`src/rtl/mips_ctrl_pkg.sv`:
```
// Shared definitions for the MIPS control units: opcodes, multicycle state
// encodings, ALU/PC select encodings and the decoded opcode class.
package mips_ctrl_pkg;

  localparam int unsigned OP_W    = 6;
  localparam int unsigned STATE_W = 4;

  localparam logic [OP_W-1:0] OP_RTYPE = 6'b000000;
  localparam logic [OP_W-1:0] OP_LW    = 6'b100011;
  localparam logic [OP_W-1:0] OP_SW    = 6'b101011;
  localparam logic [OP_W-1:0] OP_BEQ   = 6'b000100;
  localparam logic [OP_W-1:0] OP_J     = 6'b000010;

  typedef enum logic [STATE_W-1:0] {
    S_FETCH  = 4'd0,
    S_DECODE = 4'd1,
    S_MEMADR = 4'd2,
    S_MEMRD  = 4'd3,
    S_MEMWB  = 4'd4,
    S_MEMWR  = 4'd5,
    S_EXEC   = 4'd6,
    S_RCOMP  = 4'd7,
    S_BRANCH = 4'd8,
    S_JUMP   = 4'd9,
    S_IDLE   = 4'd10
  } state_t;

  localparam logic [1:0] ALUOP_ADD   = 2'b00;
  localparam logic [1:0] ALUOP_SUB   = 2'b01;
  localparam logic [1:0] ALUOP_FUNCT = 2'b10;

  localparam logic [1:0] SRCB_B       = 2'b00;
  localparam logic [1:0] SRCB_FOUR    = 2'b01;
  localparam logic [1:0] SRCB_IMM     = 2'b10;
  localparam logic [1:0] SRCB_IMM_SL2 = 2'b11;

  localparam logic [1:0] PCSRC_ALU    = 2'b00;
  localparam logic [1:0] PCSRC_ALUOUT = 2'b01;
  localparam logic [1:0] PCSRC_JUMP   = 2'b10;

  // One-hot class of the current opcode
  typedef struct packed {
    logic is_r;
    logic is_lw;
    logic is_sw;
    logic is_beq;
    logic is_j;
    logic is_illegal;
  } op_class_t;

endpackage

```
`src/rtl/mips_op_decode.sv`:
```
// Combinational opcode classifier shared by the single- and multicycle control.
// Ports: op (IR[31:26]) -> op_class_c (one-hot opcode class).
module mips_op_decode
  import mips_ctrl_pkg::*;
(
  input  logic [OP_W-1:0] op,
  output op_class_t       op_class_c
);

  always_comb begin
    op_class_c = '0;
    case (op)
      OP_RTYPE: op_class_c.is_r       = 1'b1;
      OP_LW:    op_class_c.is_lw      = 1'b1;
      OP_SW:    op_class_c.is_sw      = 1'b1;
      OP_BEQ:   op_class_c.is_beq     = 1'b1;
      OP_J:     op_class_c.is_j       = 1'b1;
      default:  op_class_c.is_illegal = 1'b1;
    endcase
  end

endmodule

```
`src/rtl/mips_multicycle_control.sv`:
```
// Multicycle MIPS main control: sequences fetch/decode/execute/memory/writeback
// for R-type, lw, sw, beq and j, with a memory-ready handshake and a
// retired-instruction counter.
// Ports: clk, reset (async, active-high); op, mem_ready in; datapath control
// strobes/selects, instr_done, illegal_op, instr_count, state (debug) out.
// Control outputs are decoded from the state register (and mem_ready/op where
// the handshake needs same-cycle response), so they change with the state.
module mips_multicycle_control
  import mips_ctrl_pkg::*;
#(
  parameter int unsigned CNT_W = 16
) (
  input  logic                clk,
  input  logic                reset,
  input  logic [OP_W-1:0]     op,
  input  logic                mem_ready,
  output logic                PCWrite,
  output logic                PCWriteCond,
  output logic                IorD,
  output logic                MemRead,
  output logic                MemWrite,
  output logic                MemtoReg,
  output logic                IRWrite,
  output logic [1:0]          PCSource,
  output logic [1:0]          ALUOp,
  output logic                ALUSrcA,
  output logic [1:0]          ALUSrcB,
  output logic                RegWrite,
  output logic                RegDst,
  output logic                instr_done,
  output logic                illegal_op,
  output logic [CNT_W-1:0]    instr_count,
  output logic [STATE_W-1:0]  state
);

  state_t    state_q;
  state_t    state_d;
  op_class_t op_class;

  mips_op_decode u_op_decode (
    .op         (op),
    .op_class_c (op_class)
  );

  // State register
  always_ff @(posedge clk or posedge reset) begin
    if (reset) state_q <= S_IDLE;
    else       state_q <= state_d;
  end

  // Next state and control decode
  always_comb begin
    state_d     = state_q;
    PCWrite     = 1'b0;
    PCWriteCond = 1'b0;
    IorD        = 1'b0;
    MemRead     = 1'b0;
    MemWrite    = 1'b0;
    MemtoReg    = 1'b0;
    IRWrite     = 1'b0;
    PCSource    = PCSRC_ALU;
    ALUOp       = ALUOP_ADD;
    ALUSrcA     = 1'b0;
    ALUSrcB     = SRCB_B;
    RegWrite    = 1'b0;
    RegDst      = 1'b0;
    instr_done  = 1'b0;
    illegal_op  = 1'b0;

    case (state_q)
      S_IDLE: state_d = S_FETCH;

      // PC+4 is written only on the cycle memory returns the instruction
      S_FETCH: begin
        MemRead = 1'b1;
        ALUSrcB = SRCB_FOUR;
        IRWrite = mem_ready;
        PCWrite = mem_ready;
        if (mem_ready) state_d = S_DECODE;
      end

      // Branch target computed speculatively into ALUOut
      S_DECODE: begin
        ALUSrcB = SRCB_IMM_SL2;
        if (op_class.is_lw || op_class.is_sw) state_d = S_MEMADR;
        else if (op_class.is_r)                state_d = S_EXEC;
        else if (op_class.is_beq)              state_d = S_BRANCH;
        else if (op_class.is_j)                state_d = S_JUMP;
        else begin
          illegal_op = 1'b1;
          state_d    = S_FETCH;
        end
      end

      S_MEMADR: begin
        ALUSrcA = 1'b1;
        ALUSrcB = SRCB_IMM;
        if (op_class.is_lw)      state_d = S_MEMRD;
        else if (op_class.is_sw) state_d = S_MEMWR;
        else                     state_d = S_FETCH;
      end

      S_MEMRD: begin
        MemRead = 1'b1;
        IorD    = 1'b1;
        if (mem_ready) state_d = S_MEMWB;
      end

      S_MEMWB: begin
        RegWrite   = 1'b1;
        MemtoReg   = 1'b1;
        instr_done = 1'b1;
        state_d    = S_FETCH;
      end

      // Store retires on the cycle memory accepts the write
      S_MEMWR: begin
        MemWrite = 1'b1;
        IorD     = 1'b1;
        if (mem_ready) begin
          instr_done = 1'b1;
          state_d    = S_FETCH;
        end
      end

      S_EXEC: begin
        ALUSrcA = 1'b1;
        ALUSrcB = SRCB_B;
        ALUOp   = ALUOP_FUNCT;
        state_d = S_RCOMP;
      end

      S_RCOMP: begin
        RegWrite   = 1'b1;
        RegDst     = 1'b1;
        instr_done = 1'b1;
        state_d    = S_FETCH;
      end

      S_BRANCH: begin
        ALUSrcA     = 1'b1;
        ALUSrcB     = SRCB_B;
        ALUOp       = ALUOP_SUB;
        PCWriteCond = 1'b1;
        PCSource    = PCSRC_ALUOUT;
        instr_done  = 1'b1;
        state_d     = S_FETCH;
      end

      S_JUMP: begin
        PCWrite    = 1'b1;
        PCSource   = PCSRC_JUMP;
        instr_done = 1'b1;
        state_d    = S_FETCH;
      end

      default: state_d = S_IDLE;
    endcase
  end

  // Retired-instruction counter, wraps naturally
  always_ff @(posedge clk or posedge reset) begin
    if (reset)           instr_count <= '0;
    else if (instr_done) instr_count <= instr_count + CNT_W'(1);
  end

  assign state = state_q;

endmodule

```
`config.mk`:
```
export PLATFORM = sky130hd
export DESIGN_NAME = mips_multicycle_control
export DESIGN_NICKNAME = d
export VERILOG_FILES = /design/src/rtl/mips_ctrl_pkg.sv /design/src/rtl/mips_op_decode.sv /design/src/rtl/mips_multicycle_control.sv
export SDC_FILE = /design/constraint.sdc
export NUM_CORES = 1
export LEC_CHECK = 0
export CORE_MARGIN = 2
export CORE_UTILIZATION = 31
export CTS_BUF_LIST = sky130_fd_sc_hd__clkbuf_16
export DETAILED_ROUTE_END_ITERATION = 8
export PLACE_DENSITY = 0.66
export SETUP_SLACK_MARGIN = 0.15
export SLEW_MARGIN = 20
export SYNTH_ARGS = -nofsm -noshare
export SYNTH_HDL_FRONTEND = slang
export SYNTH_SLANG_ARGS = --single-unit
```
`constraint.sdc`:
```
create_clock -name clk -period 3.6 [get_ports clk]
set_input_delay 0.72 -clock clk [delete_from_list [all_inputs] [get_ports clk]]
set_output_delay 0.72 -clock clk [all_outputs]
set_load 0.01 [all_outputs]
```
**Word level (Yosys, flattened, before mapping)**

Cells that the tools add are included.

- Bits in registers: 20
- Input bits: 9
- Output and inout port bits: 38

- Equality and inequality tests: 17
- Multiplexer cells: 35
- $add $sub $neg: 1
- Reductions and logical operators: 10

Operators with widths:

| cell | count |
|---|---|
| 2-to-1 mux 4 bit | 7 |
| case mux 4 bit (7 select lines) | 1 |
| 2-to-1 mux 1 bit | 20 |
| adder 16 x 1 -> 16 bit, second input constant | 1 |
| == test 4 x 3 -> 1 bit, second input constant | 4 |
| == test 4 bit, second input constant | 3 |
| == test 6 bit, second input constant | 2 |
| == test 4 x 2 -> 1 bit, second input constant | 2 |
| case mux 2 bit (2 select lines) | 2 |
| == test 6 x 2 -> 1 bit, second input constant | 1 |
| == test 6 x 3 -> 1 bit, second input constant | 1 |
| logical NOT 6 bit | 1 |
| 2-to-1 mux 3 bit | 2 |
| inequality test 2 bit, second input constant | 3 |
| case mux 2 bit (3 select lines) | 1 |
| OR reduction 2 bit | 3 |
| OR reduction 5 bit | 1 |
| == test 4 x 1 -> 1 bit, second input constant | 1 |
| logical NOT 4 bit | 1 |
| case mux 1 bit (2 select lines) | 2 |
| OR reduction 4 bit | 1 |
| AND reduction 3 bit | 1 |
| OR reduction 3 bit | 1 |
| logical OR 1 bit | 1 |

**Longest topological paths before layout**

Gate-level depths: netlist of the first run.

- Word-level depth: 7
- Mapped depth: 6
- Gate-level depth less buffers: 4

**Modules after synthesis**

A second synthesis of the first run with hierarchy kept.

- Cells, all modules: 152
- Area total of the unflattened synthesis: 1337.5 µm²

By module, submodules not included:

| module | area each (µm²) | sequential area each (µm²) | instances | cells each |
|---|---|---|---|---|
| mips_multicycle_control | 1255.0 | 503.0 | 1 | 140 |
| mips_op_decode | 82.6 | 0.0 | 1 | 12 |

**Least setup slack after synthesis of the first run**

Ideal clock, no wire load.

- Path kind: input port to output port
- From: input mem_ready
- To: output instr_done
- Path slack: 1.346 ns
- Arrival time: 1.534 ns
- Path buffers: 1
- Data required time: 2.880 ns
- Stages on the path: 4
- Cells stage by stage: nor3b_1 -> o31a_2 -> buf_2 -> inv_1

- Word-level cells in the longest chain between the ends: 2

Ends and longest elaborated chain:

| item | line | source |
|---|---|---|
| start: declaration | mips_multicycle_control.sv:16 | `input logic mem_ready,` |
| 2-to-1 mux 1 bit | mips_multicycle_control.sv:120 | `if (mem_ready) begin` |
| case mux 1 bit (2 select lines) | mips_multicycle_control.sv:70 | `case (state_q)` |
| end: declaration | mips_multicycle_control.sv:30 | `output logic instr_done,` |

No other way between the ends.

**Worst setup path in the final report of the first run**

- From: input op[1]
- To: output illegal_op

- Word-level cells in the longest chain between the ends: 7
- Elaborated cells on any way between the ends: 16
- Those cells by class: 4 x eq/ne; 10 x mux; 2 x reduce/logical

Ends and longest elaborated chain:

| item | line | source |
|---|---|---|
| start: declaration | mips_multicycle_control.sv:15 | `input logic [OP_W-1:0] op,` |
| == test 6 x 2 -> 1 bit | n/a |  |
| 2-to-1 mux 1 bit | mips_op_decode.sv:12 | `case (op)` |
| 2-to-1 mux 1 bit | mips_multicycle_control.sv:88 | `else if (op_class.is_j) state_d = S_JUMP;` |
| 2-to-1 mux 1 bit | mips_multicycle_control.sv:87 | `else if (op_class.is_beq) state_d = S_BRANCH;` |
| 2-to-1 mux 1 bit | mips_multicycle_control.sv:86 | `else if (op_class.is_r) state_d = S_EXEC;` |
| 2-to-1 mux 1 bit * | mips_multicycle_control.sv:85 | `if (op_class.is_lw \|\| op_class.is_sw) state_d = S_MEMADR;` |
| 2-to-1 mux 1 bit * | mips_multicycle_control.sv:70 |  |
| end: declaration | mips_multicycle_control.sv:31 | `output logic illegal_op,` |

Mark *: on every way between the ends. The rest lies on a longest branch, timed or not.

==> flow_summary.html, run 1 <==
<table>
<tr><th>Metric</th><th>Value</th></tr>
<tr><th colspan="2">Run status</th></tr>
<tr><td>Result of the run</td><td>complete, no violations</td></tr>
<tr><th colspan="2">Logic synthesis</th></tr>
<tr><td>Number of synthesized flops with an enable pin</td><td>0</td></tr>
<tr><td>Asr flop ratio synth</td><td>100%</td></tr>
<tr><td>Predominant post-synthesis flop cell</td><td>dfrtp_1</td></tr>
<tr><td>Synthesized Nets</td><td>148</td></tr>
<tr><td>Number of storage elements in the synthesis netlist</td><td>20</td></tr>
<tr><td>Mapped cell area</td><td>0.00129 sq mm</td></tr>
<tr><td>Post-synth cell types</td><td>46</td></tr>
<tr><td>Synthesized instance count</td><td>138</td></tr>
<tr><td>Warning count from the yosys run</td><td>0</td></tr>
<tr><td>Syn avg cell area</td><td>9.36 sq um</td></tr>
<tr><td>Part of the Yosys area used for sequential elements</td><td>39.0%</td></tr>
<tr><th colspan="2">Finish</th></tr>
<tr><td>Synth-to-Final Area Change</td><td>45.5%</td></tr>
<tr><td>Antenna cell count</td><td>0</td></tr>
<tr><td>Post-layout net count</td><td>194</td></tr>
<tr><td>Fraction of final layout cells sized beyond drive strength 1</td><td>12.0%</td></tr>
<tr><td>Filler cell count</td><td>381</td></tr>
<tr><td>Non-filler cells, final</td><td>233</td></tr>
<tr><td>Post-route cell area</td><td>0.00188 sq mm</td></tr>
<tr><th colspan="2">Worst setup path</th></tr>
<tr><td>Highest net fanout along the worst path</td><td>5</td></tr>
<tr><td>Capturing element type of the critical path</td><td>primary output</td></tr>
<tr><td>Required time worst endpoint</td><td>2.88 ns</td></tr>
<tr><td>Length in cells of the worst reg-to-reg path</td><td>5</td></tr>
<tr><td>Reg2reg end</td><td>instr_count[14]</td></tr>
<tr><td>Start-to-end type of the worst setup path</td><td>input pin to primary output</td></tr>
<tr><td>Beginning of the worst register-to-register path</td><td>state[3]</td></tr>
<tr><td>Reg2reg setup slack</td><td>1.45 ns</td></tr>
<tr><td>CP Launch Type</td><td>input pin</td></tr>
<tr><td>Crit path from</td><td>op[1]</td></tr>
<tr><td>Critical Path End</td><td>illegal_op</td></tr>
<tr><td>Arrival @ worst endpoint</td><td>2.50 ns</td></tr>
<tr><th colspan="2">Clock network</th></tr>
<tr><td>Post-cts hold buffer count</td><td>0</td></tr>
<tr><td>Clk Tree Root Cell</td><td>clkbuf_16</td></tr>
<tr><td>Number of buffers on the longest clock path</td><td>2</td></tr>
<tr><td>Cts repair resizes</td><td>0</td></tr>
<tr><td>CTS buffer count</td><td>3</td></tr>
<tr><td>Count of buffers added by post-CTS timing repair for setup</td><td>0</td></tr>
<tr><td>CTS clock-pin slew for the worst setup and hold paths</td><td>0.06 ns</td></tr>
<tr><td>Sink count of the clock tree</td><td>20</td></tr>
<tr><td>Maximum level of the CTS H-tree</td><td>1</td></tr>
<tr><td>CTS tree</td><td>yes</td></tr>
<tr><td>Clock latency on the worst-skew pair</td><td>0.25 ns</td></tr>
<tr><th colspan="2">Power</th></tr>
<tr><td>Leakage power summed over all cells</td><td>0.695 nW</td></tr>
<tr><td>Power density of the placed cells</td><td>349 mW/mm^2</td></tr>
<tr><td>Relative contribution of sequential cells to total power</td><td>41.0%</td></tr>
<tr><td>Worst supply voltage drop on vdd</td><td>248 uV</td></tr>
<tr><td>Relative contribution of the clock network to total power</td><td>34.6%</td></tr>
<tr><td>Net Switching</td><td>0.176 mW</td></tr>
<tr><td>Cell internal pwr</td><td>0.479 mW</td></tr>
<tr><td>Sw Ratio</td><td>26.9%</td></tr>
<tr><td>PnR Total Power</td><td>0.655 mW</td></tr>
<tr><td>Gate power share</td><td>24.4%</td></tr>
<tr><th colspan="2">Placed design</th></tr>
<tr><td>Placed instance count</td><td>229</td></tr>
<tr><td>Number of input and output port buffers inserted</td><td>46</td></tr>
<tr><td>RD Place Congestion</td><td>0.809</td></tr>
<tr><td>Area after DPL</td><td>0.00180 sq mm</td></tr>
<tr><td>Detailed placer's ending HPWL</td><td>2360 um</td></tr>
<tr><th colspan="2">Global routing</th></tr>
<tr><td>Pin count of the biggest net entering global routing</td><td>21</td></tr>
<tr><td>Vias in the first global route</td><td>1074</td></tr>
<tr><td>Antenna violations before repair</td><td>0</td></tr>
<tr><td>Wire length of the first global-routing pass</td><td>5120 um</td></tr>
<tr><td>Aggregate global-route resource usage</td><td>14.3%</td></tr>
<tr><td>Total congestion overflow</td><td>0</td></tr>
<tr><th colspan="2">STA</th></tr>
<tr><td>Setup repair after global routing missed its margin</td><td>false</td></tr>
<tr><td>Final total negative setup slack</td><td>0 ns</td></tr>
<tr><td>Final hold violation count</td><td>0</td></tr>
<tr><td>Largest clock skew in the final design</td><td>0.00509 ns</td></tr>
<tr><td>Final max-slew violation count</td><td>0</td></tr>
<tr><td>Ratio of final minimum period to clock period</td><td>89.5%</td></tr>
<tr><td>Maximum clock rate</td><td>0.310 GHz</td></tr>
<tr><td>Actual transition at the worst max-transition pin</td><td>0.733 ns</td></tr>
<tr><td>Final critical path time including I/O delays and setup</td><td>3.22 ns</td></tr>
<tr><td>Normalized max-slew margin</td><td>51.1%</td></tr>
<tr><td>Setup Viol. Count Final</td><td>0</td></tr>
<tr><th colspan="2">Floorplan</th></tr>
<tr><td>Die H</td><td>68.5 um</td></tr>
<tr><td>Number of core rows</td><td>23</td></tr>
<tr><td>Area inside the core boundary</td><td>0.00400 sq mm</td></tr>
<tr><td>Number of ports placed on the die boundary</td><td>47</td></tr>
<tr><td>Die Outline Area</td><td>0.00470 sq mm</td></tr>
<tr><td>Overall die width</td><td>68.5 um</td></tr>
<tr><td>Initial core utilization</td><td>32.3%</td></tr>
<tr><th colspan="2">Route</th></tr>
<tr><td>Via count</td><td>1204</td></tr>
<tr><td>Pre-antenna DRT Iters</td><td>4</td></tr>
<tr><td>Antenna-violating nets left</td><td>0</td></tr>
<tr><td>Vias/cell</td><td>5.17</td></tr>
<tr><td>Post-route DRC violation count</td><td>0</td></tr>
<tr><td>Drt wl/cell</td><td>13.6 um</td></tr>
<tr><td>DRC violation total after the first TritonRoute iteration</td><td>54</td></tr>
<tr><td>Final Routed Wirelength</td><td>3160 um</td></tr>
<tr><th colspan="2">Worst hold path</th></tr>
<tr><td>Hold WC Path Type</td><td>register to register</td></tr>
<tr><th colspan="2">Run</th></tr>
<tr><td>MaxCap Viol Count</td><td>0</td></tr>
</table>
[metal layers]
layer  GRT usage, %  up-vias  wire length (um)
met5              0        -                 0
met4           2.75        0                13
met3           3.08        2               112
met2           23.7       27              1600
met1           19.4      592              1430
li1               -      583                 -
[critical path, cell delays in order]
cell             delay [ns]
clkdlybuf4s50_1        0.49
or4_1                  0.56
a21oi_1                0.18
nor3_1                 0.07
clkdlybuf4s50_1        0.48
[placed cells by master (no fill, tap or decap), types with 2 or more instances in the layout]
cell type,n
o31ai_1,2
nand2_1,7
inv_1,5
nand3_1,6
and3_1,2
xor2_1,13
clkdlybuf4s50_1,46
nand2b_1,3
nand4_1,2
a21oi_1,6
buf_4,3
a211oi_1,2
or2_2,3
nor3b_1,3
dfstp_2,2
o22ai_1,2
dfrtp_1,18
clkbuf_16,3
nor4_1,3
nor2_1,10
nor3_2,4
nor3_1,9
xnor2_1,6
[metrics by stage]
stage / setup slack, ns / util [%] / hold slack [ns]
floorplan: 1.35 / - / 0.504
global placement: 0.439 / 45.0 / 0.457
detailed placement: 0.375 / 45.0 / 0.472
CTS: 0.363 / 47.0 / 0.479
global route: 0.295 / 47.0 / 0.490
finish: 0.378 / 47.0 / 0.470
[cell type report]
class                      count  area [sq um]  area share (%)
clock buffer                   3          75.1            3.99
clock inverter                 1          3.75           0.200
inverter                       5          18.8           0.999
multi-input combinational    105           733            39.0
sequential                    20           503            26.8
tap                           50          62.6            3.33
timing repair buffer          49           483            25.7
[worst min-delay path by stage]
stage | startpoint | to | slack [ns] | cells after the start
2_1_floorplan | instr_count[15] | instr_count[15] | 0.50 | 1
3_3_place_gp | instr_count[15] | instr_count[15] | 0.46 | 1
3_5_place_dp | instr_count[15] | instr_count[15] | 0.47 | 1
4_1_cts | instr_count[15] | instr_count[15] | 0.48 | 1
5_1_grt | instr_count[15] | instr_count[15] | 0.49 | 1
6_report | instr_count[15] | instr_count[15] | 0.47 | 1
[power by group through the flow]
stage	combinational, mW	sequential, mW	clock, mW
floorplan	0.0733	0.276	0
detailed placement	0.162	0.273	0
finish	0.160	0.269	0.227
global placement	0.158	0.271	0
global route	0.174	0.274	0.243
CTS	0.162	0.269	0.231
[state kept, by name (all words and copies together) (netlist names)]
signal / flops
state: 4
instr_count: 16
[cell families after synthesis]
logic type / Yosys count / share of synthesized area, %
AOI/OAI and AO/OA: 20 / 10.3
xor gates and xnor gates: 19 / 12.9
adders and majority gates: 1 / 0.969
buffers and inverters: 13 / 4.26
DFF: 20 / 39.0
muxes: 1 / 0.872
and+or+nand+nor: 64 / 31.8
[cells in the mapped netlist, drive strengths merged, types with 2 or more instances]
cell,number,area (sq um)
a211oi,2,15.0
a21oi,6,30.0
and3,2,12.5
buf,4,21.3
clkbuf,4,15.0
dfrtp,18,450
dfstp,2,52.6
inv,5,18.8
nand2,7,26.3
nand2b,3,18.8
nand3,7,40.0
nand4,2,12.5
nor2,10,37.5
nor3,13,85.1
nor3b,3,22.5
nor4,3,18.8
nor4b,2,38.8
o21ai,2,10.0
o22ai,2,12.5
o31ai,2,15.0
or2,3,18.8
or4,2,18.8
xnor2,6,52.6
xor2,13,114
Note: power is estimated with default switching activity, not from simulation.
==> run 2, diff against run 1 <==
--- a/config.mk
+++ b/config.mk
@@ -6,10 +6,12 @@
 export NUM_CORES = 1
 export LEC_CHECK = 0
 export CORE_MARGIN = 2
-export CORE_UTILIZATION = 31
+export CORE_UTILIZATION = 40
 export CTS_BUF_LIST = sky130_fd_sc_hd__clkbuf_16
 export DETAILED_ROUTE_END_ITERATION = 8
-export PLACE_DENSITY = 0.66
+export DONT_BUFFER_PORTS = 1
+export PLACE_DENSITY = 0.61
+export RECOVER_POWER = 50
 export SETUP_SLACK_MARGIN = 0.15
 export SLEW_MARGIN = 20
 export SYNTH_ARGS = -nofsm -noshare
==> flow_summary.html, run 2 (synthesized netlist as in run 1, its figures left out) <==
<table>
<tr><th>Metric</th><th>Value</th></tr>
<tr><th colspan="2">Run status</th></tr>
<tr><td>Result of the run</td><td>complete, no violations</td></tr>
<tr><th colspan="2">STA</th></tr>
<tr><td>Setup repair after global routing missed its margin</td><td>false</td></tr>
<tr><td>Final hold violation count</td><td>0 (unchanged)</td></tr>
<tr><td>Setup Viol. Count Final</td><td>0 (unchanged)</td></tr>
<tr><td>Final critical path time including I/O delays and setup</td><td>2.80 ns (-0.424 ns)</td></tr>
<tr><td>Actual transition at the worst max-transition pin</td><td>0.755 ns (+0.0218 ns)</td></tr>
<tr><td>Final worst slack</td><td>0.802 ns (+0.424 ns)</td></tr>
<tr><td>Final max-slew violation count</td><td>0 (unchanged)</td></tr>
<tr><td>Largest clock skew in the final design</td><td>0.00180 ns (-0.00329 ns)</td></tr>
<tr><td>Final total negative setup slack</td><td>0 ns (unchanged)</td></tr>
<tr><td>Maximum clock rate</td><td>0.357 GHz (+15%)</td></tr>
<tr><td>Ratio of final minimum period to clock period</td><td>77.7% (-12 points)</td></tr>
<tr><td>Normalized max-slew margin</td><td>49.6% (-1.5 points)</td></tr>
<tr><th colspan="2">Floorplan</th></tr>
<tr><td>Die H</td><td>60.8 um (-11%)</td></tr>
<tr><td>Overall die width</td><td>60.8 um (-11%)</td></tr>
<tr><td>Area inside the core boundary</td><td>0.00305 sq mm (-24%)</td></tr>
<tr><td>Number of ports placed on the die boundary</td><td>47 (unchanged)</td></tr>
<tr><td>Die Outline Area</td><td>0.00370 sq mm (-21%)</td></tr>
<tr><td>Number of core rows</td><td>20 (-13%)</td></tr>
<tr><td>Initial core utilization</td><td>42.3% (+10 points)</td></tr>
<tr><th colspan="2">Placed design</th></tr>
<tr><td>Placed instance count</td><td>174 (-24%)</td></tr>
<tr><td>Worst setup timing slack at the placement stage</td><td>1.09 ns (+0.717 ns)</td></tr>
<tr><td>Number of input and output port buffers inserted</td><td>0 (-100%)</td></tr>
<tr><td>RD Place Congestion</td><td>0.766 (-5.3%)</td></tr>
<tr><td>Detailed placer's ending HPWL</td><td>2010 um (-15%)</td></tr>
<tr><th colspan="2">Finish</th></tr>
<tr><td>Final standard cell utilization of the core</td><td>45.5% (-1.5 points)</td></tr>
<tr><td>Multi-input gate area</td><td>733 sq um (unchanged)</td></tr>
<tr><td>Commonest non-fill, non-tap cell in the layout</td><td>dfrtp_1</td></tr>
<tr><td>Non-filler cells, final</td><td>178 (-24%)</td></tr>
<tr><td>Max reg flops</td><td>16 (unchanged)</td></tr>
<tr><td>Post-layout net count</td><td>145 (-25%)</td></tr>
<tr><td>Antenna cell count</td><td>0 (unchanged)</td></tr>
<tr><td>Fraction of final layout cells sized beyond drive strength 1</td><td>13.4% (+1.4 points)</td></tr>
<tr><td>Synth-to-Final Area Change</td><td>7.56%</td></tr>
<tr><td>Sequential cell area</td><td>503 sq um (unchanged)</td></tr>
<tr><td>Register with the most flip-flops</td><td>instr_count</td></tr>
<tr><td>Commonest cells after routing, fill and taps aside</td><td>dfrtp_1, xor2_1, nor2_1</td></tr>
<tr><td>Filler cell count</td><td>308 (-19%)</td></tr>
<tr><th colspan="2">Global routing</th></tr>
<tr><td>Wire length of the first global-routing pass</td><td>4330 um (-15%)</td></tr>
<tr><td>Pin count of the biggest net entering global routing</td><td>21 (unchanged)</td></tr>
<tr><td>Total congestion overflow</td><td>0 (unchanged)</td></tr>
<tr><td>Aggregate global-route resource usage</td><td>15.7% (+1.4 points)</td></tr>
<tr><td>Antenna violations before repair</td><td>0 (unchanged)</td></tr>
<tr><td>Vias in the first global route</td><td>937 (-13%)</td></tr>
<tr><th colspan="2">Clock network</th></tr>
<tr><td>Clock latency on the worst-skew pair</td><td>0.25 ns (about the same)</td></tr>
<tr><td>Sink count of the clock tree</td><td>20 (unchanged)</td></tr>
<tr><td>CTS buffer count</td><td>3 (unchanged)</td></tr>
<tr><td>Count of buffers added by post-CTS timing repair for setup</td><td>0 (unchanged)</td></tr>
<tr><td>CTS clock-pin slew for the worst setup and hold paths</td><td>0.05 ns (about the same)</td></tr>
<tr><td>Post-cts hold buffer count</td><td>0 (unchanged)</td></tr>
<tr><td>Number of buffers on the longest clock path</td><td>2 (unchanged)</td></tr>
<tr><td>CTS tree</td><td>yes</td></tr>
<tr><td>Cts repair resizes</td><td>0 (unchanged)</td></tr>
<tr><td>Clk Tree Root Cell</td><td>clkbuf_16</td></tr>
<tr><td>Maximum level of the CTS H-tree</td><td>1 (unchanged)</td></tr>
<tr><th colspan="2">Worst setup path</th></tr>
<tr><td>Capturing element type of the critical path</td><td>primary output</td></tr>
<tr><td>Required time worst endpoint</td><td>2.88 ns (about the same)</td></tr>
<tr><td>CP Launch Type</td><td>register</td></tr>
<tr><td>Arrival @ worst endpoint</td><td>2.08 ns (-0.42 ns)</td></tr>
<tr><td>CP delay by family, top</td><td>simple AND/OR/NAND/NOR gates</td></tr>
<tr><td>Start-to-end type of the worst setup path</td><td>register to primary output</td></tr>
<tr><td>Reg2reg setup slack</td><td>1.32 ns (-0.13 ns)</td></tr>
<tr><td>Crit path buffers/inverters</td><td>0 (-2)</td></tr>
<tr><td>Highest net fanout along the worst path</td><td>17 (+12)</td></tr>
<tr><td>Cell breakdown of the critical path</td><td>or4b_2, nor3_1</td></tr>
<tr><td>Cell at the slowest stage of the critical path</td><td>dfrtp_1</td></tr>
<tr><td>Maximum single-stage delay on the critical path</td><td>0.73 ns (+0.17 ns)</td></tr>
<tr><th colspan="2">Route</th></tr>
<tr><td>Vias/cell</td><td>5.73 (+11%)</td></tr>
<tr><td>Pre-antenna DRT Iters</td><td>5 (+1)</td></tr>
<tr><td>Via count</td><td>1020 (-15%)</td></tr>
<tr><td>Post-route DRC violation count</td><td>0 (unchanged)</td></tr>
<tr><td>Final Routed Wirelength</td><td>2840 um (-10%)</td></tr>
<tr><td>Antenna-violating nets left</td><td>0 (unchanged)</td></tr>
<tr><td>DRC violation total after the first TritonRoute iteration</td><td>83 (+54%)</td></tr>
<tr><td>Drt wl/cell</td><td>16.0 um (+18%)</td></tr>
<tr><th colspan="2">Power</th></tr>
<tr><td>Leakage power summed over all cells</td><td>0.508 nW (-27%)</td></tr>
<tr><td>PnR Total Power</td><td>0.589 mW (-10%)</td></tr>
<tr><td>Worst supply voltage drop on vdd</td><td>400 uV (+61%)</td></tr>
<tr><td>Power density of the placed cells</td><td>424 mW/mm^2 (+22%)</td></tr>
<tr><th colspan="2">Worst hold path</th></tr>
<tr><td>Hold WC Path Type</td><td>input pin to async pin</td></tr>
<tr><th colspan="2">Run</th></tr>
<tr><td>MaxCap Viol Count</td><td>0 (unchanged)</td></tr>
</table>
run 2: changes by cell type in the layout (fill, tap and decap cells not counted):
cell	before	now
clkdlybuf4s50_1	46	0
dfstp_2	2	1
dfstp_1	0	1
buf_4	3	0
run 2: per-layer routing:
metal	wire, um	GRT usage [%]	share of wire (%)	vias to the layer above
met1	1330	21.6	47	495
met3	209	6.18	7.4	2
met5	0	0	0	-
li1	-	-	-	487
met4	9	3.73	0.32	0
met2	1300	23.5	46	36
run 2: where the power goes:
group / total, mW / switching, mW / internal (mW)
Clock: 0.226 / 0.0787 / 0.148
Sequential: 0.286 / 0.0430 / 0.243
Combinational: 0.0770 / 0.0417 / 0.0352
run 2: stage by stage:
stage / hold WS (ns) / instance area, sq um
2_1_floorplan: 0.504 / 1290
3_3_place_gp: 0.533 / 1310
3_5_place_dp: 0.533 / 1310
4_1_cts: 0.520 / 1390
5_1_grt: 0.557 / 1390
6_report: 0.490 / 1390
run 2: final timing paths:
path / startpoint / end / cells after the start
hold reg to reg: instr_count[15] / instr_count[15] / 1
setup / recovery: state[0] / illegal_op / 2
setup reg to reg: state[3] / instr_count[14] / 4
hold / removal: reset / instr_count[12] / 1
min in group clk: instr_count[15] / instr_count[15] / 1
max in group asynchronous: reset / state[0] / 1
run 2: area by class of cell:
class | instances | area share (%)
clock inverter | 1 | 0.270
tap | 44 | 3.96
multi-input combinational | 105 | 52.8
sequential | 20 | 36.2
inverter | 5 | 1.35
clock buffer | 3 | 5.41
==> run 3, diff against run 2 <==
--- a/config.mk
+++ b/config.mk
@@ -10,7 +10,7 @@
 export CTS_BUF_LIST = sky130_fd_sc_hd__clkbuf_16
 export DETAILED_ROUTE_END_ITERATION = 8
 export DONT_BUFFER_PORTS = 1
-export PLACE_DENSITY = 0.61
+export PLACE_DENSITY = 0.63
 export RECOVER_POWER = 50
 export SETUP_SLACK_MARGIN = 0.15
 export SLEW_MARGIN = 20
==> constraint.sdc (replaced) <==
create_clock -name clk -period 2.5 [get_ports clk]
set_input_delay 0.5 -clock clk [delete_from_list [all_inputs] [get_ports clk]]
set_output_delay 0.5 -clock clk [all_outputs]
set_load 0.01 [all_outputs]
==> flow_summary.html, run 3 (synthesized netlist as in run 1, its figures left out) <==
<table>
<tr><th>Metric</th><th>Value</th></tr>
<tr><th colspan="2">Clock network</th></tr>
<tr><td>Sink count of the clock tree</td><td>20 (unchanged)</td></tr>
<tr><td>Number of buffers on the longest clock path</td><td>2 (unchanged)</td></tr>
<tr><td>Clk Tree Root Cell</td><td>clkbuf_16</td></tr>
<tr><td>Clock latency on the worst-skew pair</td><td>0.25 ns (about the same)</td></tr>
<tr><td>CTS tree</td><td>yes</td></tr>
<tr><td>CTS buffer count</td><td>3 (unchanged)</td></tr>
<tr><td>Post-cts hold buffer count</td><td>0 (unchanged)</td></tr>
<tr><td>Maximum level of the CTS H-tree</td><td>1 (unchanged)</td></tr>
<tr><td>CTS clock-pin slew for the worst setup and hold paths</td><td>0.05 ns (about the same)</td></tr>
<tr><th colspan="2">Floorplan</th></tr>
<tr><td>Die H</td><td>60.8 um (unchanged)</td></tr>
<tr><td>Die Outline Area</td><td>0.00370 sq mm (unchanged)</td></tr>
<tr><td>Number of ports placed on the die boundary</td><td>47 (unchanged)</td></tr>
<tr><td>Initial core utilization</td><td>42.3% (unchanged)</td></tr>
<tr><td>Number of core rows</td><td>20 (unchanged)</td></tr>
<tr><td>Area inside the core boundary</td><td>0.00305 sq mm (unchanged)</td></tr>
<tr><td>Overall die width</td><td>60.8 um (unchanged)</td></tr>
<tr><th colspan="2">STA</th></tr>
<tr><td>Final max-slew violation count</td><td>0 (unchanged)</td></tr>
<tr><td>Actual transition at the worst max-transition pin</td><td>0.707 ns (-0.0472 ns)</td></tr>
<tr><td>Setup Viol. Count Final</td><td>0 (unchanged)</td></tr>
<tr><td>Normalized max-slew margin</td><td>52.8% (+3.2 points)</td></tr>
<tr><td>Maximum clock rate</td><td>0.430 GHz</td></tr>
<tr><td>Final critical path time including I/O delays and setup</td><td>2.33 ns</td></tr>
<tr><td>Ratio of final minimum period to clock period</td><td>93.0%</td></tr>
<tr><td>Final hold violation count</td><td>0 (unchanged)</td></tr>
<tr><td>Final total negative setup slack</td><td>0 ns (unchanged)</td></tr>
<tr><td>Largest clock skew in the final design</td><td>0.00502 ns (+0.00321 ns)</td></tr>
<tr><td>Setup repair after global routing missed its margin</td><td>true</td></tr>
<tr><th colspan="2">Placed design</th></tr>
<tr><td>RD Place Congestion</td><td>0.873 (+14%)</td></tr>
<tr><td>Number of input and output port buffers inserted</td><td>0 (unchanged)</td></tr>
<tr><td>Detailed placer's ending HPWL</td><td>2040 um (+1.4%)</td></tr>
<tr><th colspan="2">Power</th></tr>
<tr><td>Gate power share</td><td>14.2% (+1.1 points)</td></tr>
<tr><td>Leakage power summed over all cells</td><td>0.533 nW (+4.9%)</td></tr>
<tr><td>Relative contribution of sequential cells to total power</td><td>48.1% (-0.4 points)</td></tr>
<tr><td>Sw Ratio</td><td>27.0% (-0.72 points)</td></tr>
<tr><td>Cell internal pwr</td><td>0.616 mW (+45%)</td></tr>
<tr><td>Power density of the placed cells</td><td>593 mW/mm^2 (+40%)</td></tr>
<tr><td>Net Switching</td><td>0.228 mW (+40%)</td></tr>
<tr><td>Relative contribution of the clock network to total power</td><td>37.7% (-0.7 points)</td></tr>
<tr><td>PnR Total Power</td><td>0.844 mW (+43%)</td></tr>
<tr><td>Worst supply voltage drop on vdd</td><td>471 uV (+18%)</td></tr>
<tr><th colspan="2">Route</th></tr>
<tr><td>Vias/cell</td><td>5.86 (+2.3%)</td></tr>
<tr><td>DRC violation total after the first TritonRoute iteration</td><td>78 (-6.0%)</td></tr>
<tr><td>Drt wl/cell</td><td>15.2 um (-4.6%)</td></tr>
<tr><td>Pre-antenna DRT Iters</td><td>4 (-1)</td></tr>
<tr><td>Post-route DRC violation count</td><td>0 (unchanged)</td></tr>
<tr><td>Via count</td><td>1055 (+3.4%)</td></tr>
<tr><td>Antenna-violating nets left</td><td>0 (unchanged)</td></tr>
<tr><td>Final Routed Wirelength</td><td>2740 um (-3.6%)</td></tr>
<tr><th colspan="2">Worst setup path</th></tr>
<tr><td>Capturing element type of the critical path</td><td>primary output</td></tr>
<tr><td>CP Launch Type</td><td>register</td></tr>
<tr><td>Cell at the slowest stage of the critical path</td><td>dfstp_4</td></tr>
<tr><td>Cell breakdown of the critical path</td><td>or3b_1, o31a_4, inv_1</td></tr>
<tr><td>Arrival @ worst endpoint</td><td>1.83 ns (-0.25 ns)</td></tr>
<tr><td>Required time worst endpoint</td><td>2.00 ns (-0.88 ns)</td></tr>
<tr><td>Maximum single-stage delay on the critical path</td><td>0.71 ns (-0.02 ns)</td></tr>
<tr><td>Highest net fanout along the worst path</td><td>17 (unchanged)</td></tr>
<tr><td>Start-to-end type of the worst setup path</td><td>register to primary output</td></tr>
<tr><td>Crit path buffers/inverters</td><td>1 (+1)</td></tr>
<tr><td>CP delay by family, top</td><td>flip-flops</td></tr>
<tr><th colspan="2">Finish</th></tr>
<tr><td>Commonest non-fill, non-tap cell in the layout</td><td>dfrtp_1</td></tr>
<tr><td>Register with the most flip-flops</td><td>instr_count</td></tr>
<tr><td>Fraction of final layout cells sized beyond drive strength 1</td><td>17.6% (+4.2 points)</td></tr>
<tr><td>Post-layout net count</td><td>147 (+1.4%)</td></tr>
<tr><td>Max reg flops</td><td>16 (unchanged)</td></tr>
<tr><td>Commonest cells after routing, fill and taps aside</td><td>dfrtp_1, xor2_1, nor2_1, nor3_1, nand2_1</td></tr>
<tr><td>Synth-to-Final Area Change</td><td>10.4%</td></tr>
<tr><td>Antenna cell count</td><td>0 (unchanged)</td></tr>
<tr><th colspan="2">Global routing</th></tr>
<tr><td>Wire length of the first global-routing pass</td><td>4430 um (+2.2%)</td></tr>
<tr><td>Vias in the first global route</td><td>972 (+3.7%)</td></tr>
<tr><td>Antenna violations before repair</td><td>0 (unchanged)</td></tr>
<tr><td>Pin count of the biggest net entering global routing</td><td>21 (unchanged)</td></tr>
<tr><td>Aggregate global-route resource usage</td><td>15.6% (-0.18 points)</td></tr>
<tr><td>Total congestion overflow</td><td>0 (unchanged)</td></tr>
<tr><th colspan="2">Run</th></tr>
<tr><td>MaxCap Viol Count</td><td>0 (unchanged)</td></tr>
<tr><th colspan="2">Run status</th></tr>
<tr><td>Result of the run</td><td>complete, no violations</td></tr>
<tr><th colspan="2">Worst hold path</th></tr>
<tr><td>Hold WC Path Type</td><td>input pin to async pin</td></tr>
</table>
[run 3: changes by cell type in the layout (fill, tap and decap cells not counted)]
cell / before / now
buf_4: 0 / 2
clkinv_1: 1 / 0
dfstp_1: 1 / 0
dfstp_4: 0 / 1
inv_1: 5 / 6
nor2_1: 10 / 8
nor2_2: 0 / 2
nor3_1: 9 / 8
nor3_2: 4 / 5
o31a_2: 1 / 0
o31a_4: 0 / 1
[run 3: what timing repair did]
action | 4_1_cts | 5_1_grt
pin swaps | 0 | 0
setup endpoints to repair | 1 | 5
resized for setup | 1 | 4
buffers inserted | 0 | 0
[run 3: path summary, 6_finish.rpt]
kind | slack [ns] | cells after the start | to | from
min in group clk | 0.43 | 2 | state[2] | mem_ready
worst max register to register | 0.43 | 4 | instr_count[14] | state[3]
worst min-delay path | 0.26 | 1 | instr_count[3] | reset
max in group asynchronous | 1.79 | 1 | instr_count[10] | reset
worst min register to register | 0.54 | 1 | instr_count[15] | instr_count[15]
worst max-delay path | 0.17 | 3 | instr_done | state[3]
[run 3: final cells by class]
type / instances / area [sq um]
fill: 310 / 1630
multi-input combinational: 105 / 751
inverter: 5 / 18.8
tap: 44 / 55.1
clock inverter: 1 / 3.75
clock buffer: 3 / 75.1
sequential: 20 / 507
timing repair buffer: 2 / 15.0
[run 3: layer usage]
layer / vias to the layer above / share of wire [%] / global-route usage (%) / routed length [um]
li1: 491 / - / - / -
met1: 511 / 43 / 20.7 / 1180
met2: 49 / 49 / 25.7 / 1350
met3: 4 / 6.6 / 3.84 / 180
met4: 0 / 0.95 / 3.73 / 26
met5: - / 0 / 0 / 0
[run 3: through the flow]
stage	setup slack [ns]	util, %	hold slack [ns]	std cells	cell area (sq um)
finish	0.174	46.7	0.256	180	1430
global route	0.114	46.7	0.344	180	1430
CTS	0.141	46.2	0.290	180	1410
detailed placement	0.356	43.4	0.546	176	1330
global placement	0.411	43.4	0.545	176	1330
floorplan	0.486	-	0.462	138	1290
[run 3: power groups by stage]
| stage | combinational (mW) | clock [mW] | sequential (mW) |
|---|---|---|---|
| after global routing | 0.138 | 0.341 | 0.412 |
| after floorplan | 0.106 | 0 | 0.398 |
| after global placement | 0.118 | 0 | 0.410 |
| final | 0.120 | 0.318 | 0.406 |
| after CTS | 0.121 | 0.325 | 0.407 |
| after detailed placement | 0.120 | 0 | 0.412 |
[run 3: worst reg2reg max path, delay by kind of cell (launching register included)]
family | cells | cell delay [ns]
AO/OA/AOI/OAI | 1 | 0.25
flip-flops | 1 | 0.71
XOR/XNOR | 1 | 0.17
AND/OR/NAND/NOR | 2 | 0.87
